<file path="config.mk">
export PLATFORM = sky130hd
export DESIGN_NAME = fetch_queue
export DESIGN_NICKNAME = d
export VERILOG_FILES = /design/src/rtl/riscv_pkg.sv /design/src/rtl/fetch_queue_fifo.sv /design/src/rtl/fetch_queue.sv
export SDC_FILE = /design/constraint.sdc
export NUM_CORES = 1
export LEC_CHECK = 0
export ABC_AREA = 1
export BUFFER_PORTS_ARGS = -buffer_cell sky130_fd_sc_hd__buf_2
export CELL_PAD_IN_SITES_DETAIL_PLACEMENT = 1
export CELL_PAD_IN_SITES_GLOBAL_PLACEMENT = 1
export CORE_MARGIN = 2
export CORE_UTILIZATION = 30
export DETAILED_ROUTE_END_ITERATION = 12
export PLACE_DENSITY = 0.67
export SYNTH_ARGS = -nofsm -noshare
export SYNTH_HDL_FRONTEND = slang
export SYNTH_SLANG_ARGS = --single-unit
</file>
<file path="constraint.sdc">
create_clock -name clk -period 11.3 [get_ports clk]
set_clock_uncertainty 0.05 [all_clocks]
set_input_delay 0.565 -clock clk [delete_from_list [all_inputs] [get_ports clk]]
set_output_delay 0.565 -clock clk [all_outputs]
set_load 0.01 [all_outputs]
</file>
<file path="src/rtl/riscv_pkg.sv">
// Shared RISC-V front-end constants used by the fetch queue.
package riscv_pkg;
    localparam int          DEFAULT_XLEN     = 32;
    localparam int          INSTR_BYTES      = 4;
    localparam logic [31:0] DEFAULT_RESET_PC = 32'h0000_0000;
    localparam logic [31:0] NOP_INSTR        = 32'h0000_0013;
endpackage

</file>
<file path="src/rtl/fetch_queue_fifo.sv">
// DEPTH-entry FIFO holding {pc, instruction} pairs for the fetch queue.
// Pointers carry one extra wrap bit so full and empty are distinguishable.
// Flush empties the queue at the next edge and wins over read and write.
module fetch_queue_fifo #(
    parameter int WIDTH = 64,
    parameter int DEPTH = 4
) (
    input  logic                     clk,
    input  logic                     rst,
    input  logic                     flush,
    input  logic                     wr_en,
    input  logic [WIDTH-1:0]         wr_data,
    input  logic                     rd_en,
    output logic [WIDTH-1:0]         rd_data,
    output logic [$clog2(DEPTH):0]   level,
    output logic                     full,
    output logic                     empty
);
    localparam int AW = $clog2(DEPTH);

    logic [WIDTH-1:0] mem [DEPTH];
    logic [AW:0]      wr_ptr;
    logic [AW:0]      rd_ptr;

    // Entry storage; cleared on reset so the head reads as zero out of reset.
    always_ff @(posedge clk or posedge rst) begin
        if (rst) begin
            for (int i = 0; i < DEPTH; i++) begin
                mem[i] <= '0;
            end
        end else if (wr_en && !flush) begin
            mem[wr_ptr[AW-1:0]] <= wr_data;
        end
    end

    // Read/write pointers; a flush collapses the read pointer onto the write pointer.
    always_ff @(posedge clk or posedge rst) begin
        if (rst) begin
            wr_ptr <= '0;
            rd_ptr <= '0;
        end else if (flush) begin
            rd_ptr <= wr_ptr;
        end else begin
            if (wr_en) begin
                wr_ptr <= wr_ptr + (AW+1)'(1);
            end
            if (rd_en) begin
                rd_ptr <= rd_ptr + (AW+1)'(1);
            end
        end
    end

    assign level   = wr_ptr - rd_ptr;
    assign empty   = (level == '0);
    assign full    = (level == (AW+1)'(DEPTH));
    assign rd_data = mem[rd_ptr[AW-1:0]];
endmodule

</file>
<file path="src/rtl/fetch_queue.sv">
// Instruction prefetch queue between instruction memory and decode.
// Keeps up to MAX_OUT requests in flight and only issues when every kept
// response is guaranteed a queue slot. A redirect flushes the queue and
// marks all in-flight responses for dropping.
// Optional feature macro: FETCH_BYPASS_EN -- when defined, a response that
// arrives into an empty queue is presented to decode in the same cycle.
module fetch_queue
    import riscv_pkg::*;
#(
    parameter int               XLEN     = DEFAULT_XLEN,
    parameter int               DEPTH    = 4,
    parameter int               MAX_OUT  = 2,
    parameter logic [XLEN-1:0]  RESET_PC = XLEN'(DEFAULT_RESET_PC)
) (
    input  logic                     clk,
    input  logic                     rst,
    output logic                     im_req,
    output logic [XLEN-1:0]          im_addr,
    input  logic                     im_valid,
    input  logic [XLEN-1:0]          im_data,
    input  logic                     redirect,
    input  logic [XLEN-1:0]          redirect_addr,
    output logic                     instr_valid,
    input  logic                     instr_ready,
    output logic [XLEN-1:0]          instr,
    output logic [XLEN-1:0]          instr_pc,
    output logic [$clog2(DEPTH):0]   level
);
    localparam int LW = $clog2(DEPTH) + 1;
    localparam int OW = $clog2(MAX_OUT + 1);
    // level + outstanding can reach 2*DEPTH, so one bit wider than level.
    localparam int SW = LW + 1;

    logic [XLEN-1:0]   fetch_pc;
    logic [XLEN-1:0]   resp_pc;
    logic [OW-1:0]     outstanding;
    logic [OW-1:0]     drop_cnt;
    logic [SW-1:0]     committed;
    logic              keep;
    logic              wr_en;
    logic              rd_en;
    logic              fifo_full;
    logic              fifo_empty;
    logic [2*XLEN-1:0] head;

    // Slots already spoken for: queued entries plus responses we will keep.
    assign committed = SW'(level) + SW'(outstanding) - SW'(drop_cnt);

    // rst gating keeps the request low while reset is held.
    assign im_req  = !rst && !redirect && (outstanding < OW'(MAX_OUT))
                     && (committed < SW'(DEPTH));
    assign im_addr = fetch_pc;

    assign keep = im_valid && (drop_cnt == '0) && !redirect;

`ifdef FETCH_BYPASS_EN
    logic bypass;
    assign bypass      = fifo_empty && keep;
    assign instr_valid = !fifo_empty || bypass;
    assign instr       = bypass ? im_data : head[XLEN-1:0];
    assign instr_pc    = bypass ? resp_pc : head[2*XLEN-1:XLEN];
    assign wr_en       = keep && !(bypass && instr_ready);
`else
    assign instr_valid = !fifo_empty;
    assign instr       = head[XLEN-1:0];
    assign instr_pc    = head[2*XLEN-1:XLEN];
    assign wr_en       = keep;
`endif

    assign rd_en = !fifo_empty && instr_ready;

    fetch_queue_fifo #(
        .WIDTH (2*XLEN),
        .DEPTH (DEPTH)
    ) u_fifo (
        .clk     (clk),
        .rst     (rst),
        .flush   (redirect),
        .wr_en   (wr_en),
        .wr_data ({resp_pc, im_data}),
        .rd_en   (rd_en),
        .rd_data (head),
        .level   (level),
        .full    (fifo_full),
        .empty   (fifo_empty)
    );

    // Next request address.
    always_ff @(posedge clk or posedge rst) begin
        if (rst) begin
            fetch_pc <= RESET_PC;
        end else if (redirect) begin
            fetch_pc <= redirect_addr;
        end else if (im_req) begin
            fetch_pc <= fetch_pc + XLEN'(INSTR_BYTES);
        end
    end

    // PC attached to the next response that will be kept.
    always_ff @(posedge clk or posedge rst) begin
        if (rst) begin
            resp_pc <= RESET_PC;
        end else if (redirect) begin
            resp_pc <= redirect_addr;
        end else if (keep) begin
            resp_pc <= resp_pc + XLEN'(INSTR_BYTES);
        end
    end

    // In-flight request count; redirect never issues so it needs no special case.
    always_ff @(posedge clk or posedge rst) begin
        if (rst) begin
            outstanding <= '0;
        end else begin
            outstanding <= outstanding + OW'(im_req) - OW'(im_valid);
        end
    end

    // Responses still to discard; a redirect re-arms it from what remains in flight.
    always_ff @(posedge clk or posedge rst) begin
        if (rst) begin
            drop_cnt <= '0;
        end else if (redirect) begin
            drop_cnt <= outstanding - OW'(im_valid);
        end else if (im_valid && (drop_cnt != '0)) begin
            drop_cnt <= drop_cnt - OW'(1);
        end
    end

    a_no_orphan_resp: assert property (@(posedge clk) disable iff (rst)
        im_valid |-> (outstanding != '0));

    a_no_overflow: assert property (@(posedge clk) disable iff (rst)
        !(wr_en && fifo_full && !rd_en));
endmodule

</file>
# After elaboration in Yosys (flattened, before gate mapping)
# Index checks and enable logic that the tools add are counted.
# op_classes
add_sub_neg	11
multipliers	0
div	0
magnitude_cmp	5
n_eq_ne	0
n_shift	0
mux	14
n_bitwise	3
n_reduce_logical	20
# ops
operator	count
256-bit bitwise mux	1
64-bit two-way mux	3
64-bit binary-select mux with 2-bit select	1
64-bit demux with 2-bit select	1
32-bit two-way mux	4
32-bit by 3-bit adder with 32-bit output (second input constant)	2
2-bit nonzero test	5
1-bit logical AND	9
3-bit by 1-bit adder with 3-bit output (second input constant)	2
3-bit greater-or-equal comparator (second input constant)	2
3-bit two-way mux	2
2-bit NOT with 3-bit output	2
3-bit by 2-bit adder with 4-bit output	1
4-bit by 3-bit less-than comparator with 1-bit output (second input constant)	1
2-bit two-way mux	2
2-bit by 1-bit subtractor with 2-bit output	2
4-bit by 2-bit subtractor with 4-bit output	1
1-bit zero test	3
3-bit zero test	1
3-bit by 1-bit less-than comparator with 1-bit output (second input constant)	1
3-bit subtractor	1
2-bit by 1-bit adder with 2-bit output	1
2-bit zero test	1
2-bit less-than comparator (second input constant)	1
3 further kinds	3
# word_totals
reg_bits	330
latchBits	0
mem_bits_rw	0
romBits	0
inputBits	69
out_inout_bits	101
n_memories	0

# Longest topological paths before layout
# depth
ltp_word	7
ltp_mapped	20
depth_no_buf	19

# Hierarchy
# A second synthesis with hierarchy kept.
# unflattened
cells_unflattened	2127
hier_area_um2	17708.2
# by_module_without_submodules
module	instances	cells_each	area_each_um2
fetch_queue_fifo	1	1374	12782.3
fetch_queue	1	753	4926.0

# Worst setup path after synthesis
# Ideal clock, no wire load.
# synth_path
path_type	reg-to-output
startpoint	register u_fifo.rd_ptr[1]
endpoint	output im_req
arrival_time_ns	2.888
t_required_ns	10.685
path_slack_ns	7.797
stages_incl_launch_ff	14
path_buffers	3
path_cell_list	dfrtp_1 -> inv_1 -> clkbuf_1 -> clkbuf_1 -> fa_1 -> fa_1 -> ha_1 -> nand2_1 -> inv_1 -> a21oi_1 -> nand3_1 -> nand2_2 -> nor2_8 -> buf_6
# synth_between
elab_chain_len	5
# synth_lines
item	line	rtl
start: declaration	fetch_queue_fifo.sv:23	logic [AW:0] rd_ptr;
start signal: assignment	fetch_queue_fifo.sv:42	rd_ptr <= wr_ptr;
start signal: assignment	fetch_queue_fifo.sv:48	rd_ptr <= rd_ptr + (AW+1)'(1);
3-bit subtractor	fetch_queue_fifo.sv:53	assign level = wr_ptr - rd_ptr;
named net level[1]	fetch_queue.sv:27	output logic [$clog2(DEPTH):0] level
3-bit by 2-bit adder with 4-bit output	fetch_queue.sv:47	assign committed = SW'(level) + SW'(outstanding) - SW'(drop_cnt);
4-bit by 2-bit subtractor with 4-bit output	fetch_queue.sv:47	
4-bit by 3-bit less-than comparator with 1-bit output	fetch_queue.sv:51	&& (committed < SW'(DEPTH));
1-bit logical AND	fetch_queue.sv:51	
end: declaration	fetch_queue.sv:17	output logic im_req,
# The timed path passes the listed nets, and every way through them passes these cells.

# Worst setup path in the final report
# layout_path
startpoint	register u_fifo.rd_ptr[0]
endpoint	output im_req
# layout_between
elab_chain_len	5
# layout_lines
item	line
3-bit subtractor	fetch_queue_fifo.sv:53
3-bit by 2-bit adder with 4-bit output	fetch_queue.sv:47
4-bit by 2-bit subtractor with 4-bit output	fetch_queue.sv:47
4-bit by 3-bit less-than comparator with 1-bit output	fetch_queue.sv:51
1-bit logical AND	fetch_queue.sv:51
# No other way between the ends.

==> flow_summary.json <==
{
  "fmax_mhz": 212.7,
  "coreArea_um2": 53500,
  "start_util_pct": 30.18,
  "grt_pass1_wl_um": 82890,
  "outcome": "complete, no violations",
  "finalSetupViolCount": 0,
  "overflow": 0,
  "rsz0062_at_grt": "false",
  "worst_ep_required_time_ps": 10690,
  "maxCapViolCount": 0,
  "grt_max_degree": 119,
  "ctsHoldBuffers": 0,
  "cts_buffers": 41,
  "min_period_over_period_pct": 41.61,
  "crit_arrival_ps": 4090,
  "synth-simple-area-share_pct": 22.68,
  "crit_family": "adder cells",
  "grtUsageTotal_pct": 18.59,
  "dp.cells": 2802,
  "final_cells": 2870,
  "synth_top_family_by_area": "simple AND/OR/NAND/NOR gates",
  "yosys_register_bits": 330,
  "hold_viol": 0,
  "crit_slowest_cell": "dfrtp_4",
  "ant_nets": 0,
  "drtPass1Iterations": 5,
  "hp-class": "in -> async",
  "cts_root_buf": "clkbuf_16",
  "endpoint_kind": "output port",
  "cp_slowest_stage_delay_ps": 920,
  "cts.path.max_buffers": 3,
  "drt-total-wl_um": 51520,
  "ir_worst_vdd_mv": 0.1274,
  "seqCellArea_um2": 8263,
  "dieWidth_um": 236.0,
  "cp_num_buf_inv": 3,
  "cts_sinks": 330,
  "power.density_nw_per_um2": 298.8,
  "period_needed_ps": 4702,
  "synth-xor-area-share_pct": 1.519,
  "worstPathCellList": "ha_1, inv_1, fa_1, fa_1, ha_1, nand2_1, inv_1, nand2_1, nand2_1, nand2_1, nand2_2, nor2_8, buf_2",
  "drive_gt1_share_pct": 12.56,
  "cts_resized": 0,
  "slew_violations": 0,
  "tightestPinTransition_ps": 1064,
  "avgSynthCellArea_um2": 7.918,
  "synth_compound_area_share_pct": 16.57,
  "synth-warning-count": 0,
  "antenna_found_initial": 0,
  "first_global_vias": 14830,
  "syn_area_um2": 16140,
  "yosysUniqueCellTypes": 36,
  "setup_tns_ps": 0,
  "drc": 0,
  "cts_tree": "built",
  "fin_nets": 2234,
  "fp.dieH_um": 236.0,
  "critPathMostFrequentCell": "nand2_1",
  "h-tree-depth": 2,
  "viasPerCell": 4.927,
  "start_kind": "flop",
  "drt-wirelength-per-cell_um": 17.95,
  "total_power_mw": 5.606,
  "critPathKind": "reg -> out",
  "p_leak_nw": 8.986,
  "antennaDiodeCount": 0,
  "ioPinCount": 170,
  "multi_input_area_um2": 6823,
  "fillers": 6437,
  "ys_seq_area_share_pct": 51.15,
  "rows": 85,
  "numPortBuffers": 169,
  "drt_iter0_markers": 758,
  "postCtsSetupBuffers": 0,
  "vias": 14140,
  "path_clk_slew_ps": 60,
  "dpl.hpwl_um": 33030,
  "clk-insertion-delay-late_ps": 560,
  "gp_congestion": 0.9167,
  "yosys.area_share.adder_pct": 1.333,
  "synthToLayoutAreaGrowth_pct": 16.20,
  "syn_inst": 2039,
  "relSlewSlack_pct": 29.09,
  "die-area_um2": 55690,
  "cp_max_fo": 65,
  "synth.area.mux_share_pct": 0,
  "syn-num-nets": 2124
}
-- cell usage after synthesis, drive strengths merged --
master    n  share of area, %
buf      54               2.3
a31oi     1             0.039
clkinv    1             0.023
o311ai    1             0.054
nor2    230               5.5
inv     126               3.0
nand3b   11              0.59
a21oi     9              0.28
nor3      3             0.093
o21ai   425                13
dfrtp   330                51
xnor2     6              0.33
o211ai    6              0.28
o22ai    64               2.5
ha       14               1.1
or2       1             0.039
clkbuf   62               1.4
a211oi    1             0.047
xor2     22               1.2
fa        2              0.25
nand3    73               2.3
nand4     8              0.31
nand2   585                14
o221ai    4              0.22
-- placed cells by master, fill, tap and decap left out, types with 10 or more instances in the layout --
cell	instances
dfrtp_1	328
o21ai_0	359
xor2_1	22
o22ai_1	64
nor2_1	224
o21ai_1	66
clkbuf_16	42
nand3b_1	10
inv_1	119
buf_4	14
ha_1	14
nand2_1	572
nand3_1	72
buf_2	169
-- final timing paths --
kind,from,endpoint,slack (ps),depth (start not counted)
worst min-delay path,rst,resp_pc[1]$_DFFE_PP0P_,150,2
min in group clk,redirect_addr[1],im_addr[1]$_DFFE_PP0P_,180,3
worst max register to register,u_fifo.rd_ptr[0]$_DFFE_PP0P_,im_addr[4]$_DFFE_PP0P_,7380,15
worst min register to register,im_addr[1]$_DFFE_PP0P_,im_addr[1]$_DFFE_PP0P_,430,2
worst max-delay path,u_fifo.rd_ptr[0]$_DFFE_PP0P_,im_req,6600,13
max in group asynchronous,rst,u_fifo.rd_ptr[0]$_DFFE_PP0P_,8790,4
-- sequential cells by signal (all words and copies together) (netlist names) --
name / count
drop_cnt: 2
im_addr: 32
outstanding: 2
resp_pc: 32
u_fifo.mem: 256
u_fifo.rd_ptr: 3
u_fifo.wr_ptr: 3
-- power breakdown --
part	internal, mW	switching [mW]
sequential	1.67	0.374
combinational	0.794	1.42
clock	0.831	0.518
-- per-stage QoR --
step                      cell area (um^2)  worst slack, ps  utilization, %  hold WS (ps)
after floorplan                      16140             1545               -         397.8
after global placement               17400             7234           32.52         407.1
after detailed placement             17400             7181           32.52         417.4
after CTS                            18760             6553           35.07         154.0
after global routing                 18760             6408           35.07         193.2
final                                18760             6598           35.07         146.4
-- kinds of logic after synthesis --
group,after synthesis
XOR/XNOR,28
AO/OA/AOI/OAI,511
adder cells (fa/ha/maj),16
AND/OR/NAND/NOR,911
flip-flops,330
buffers and inverters,243
-- cell type report --
cell class / count / area share, %
flip-flops and latches: 330 / 44.05
clock inverters: 11 / 1.034
repair buffers: 183 / 5.069
inverters: 127 / 2.615
multi-input cells: 1466 / 36.37
well taps: 696 / 4.642
clock buffers: 57 / 6.223
-- per-layer routing --
layer	part of all wire (%)	up-vias	global-route usage, %
li1	-	6881	-
met1	48	6962	25.42
met2	47	231	30.86
met3	3.1	66	2.399
met4	2.2	0	5.289
met5	0	-	0
No activity file was read; power rests on OpenSTA's default activity.
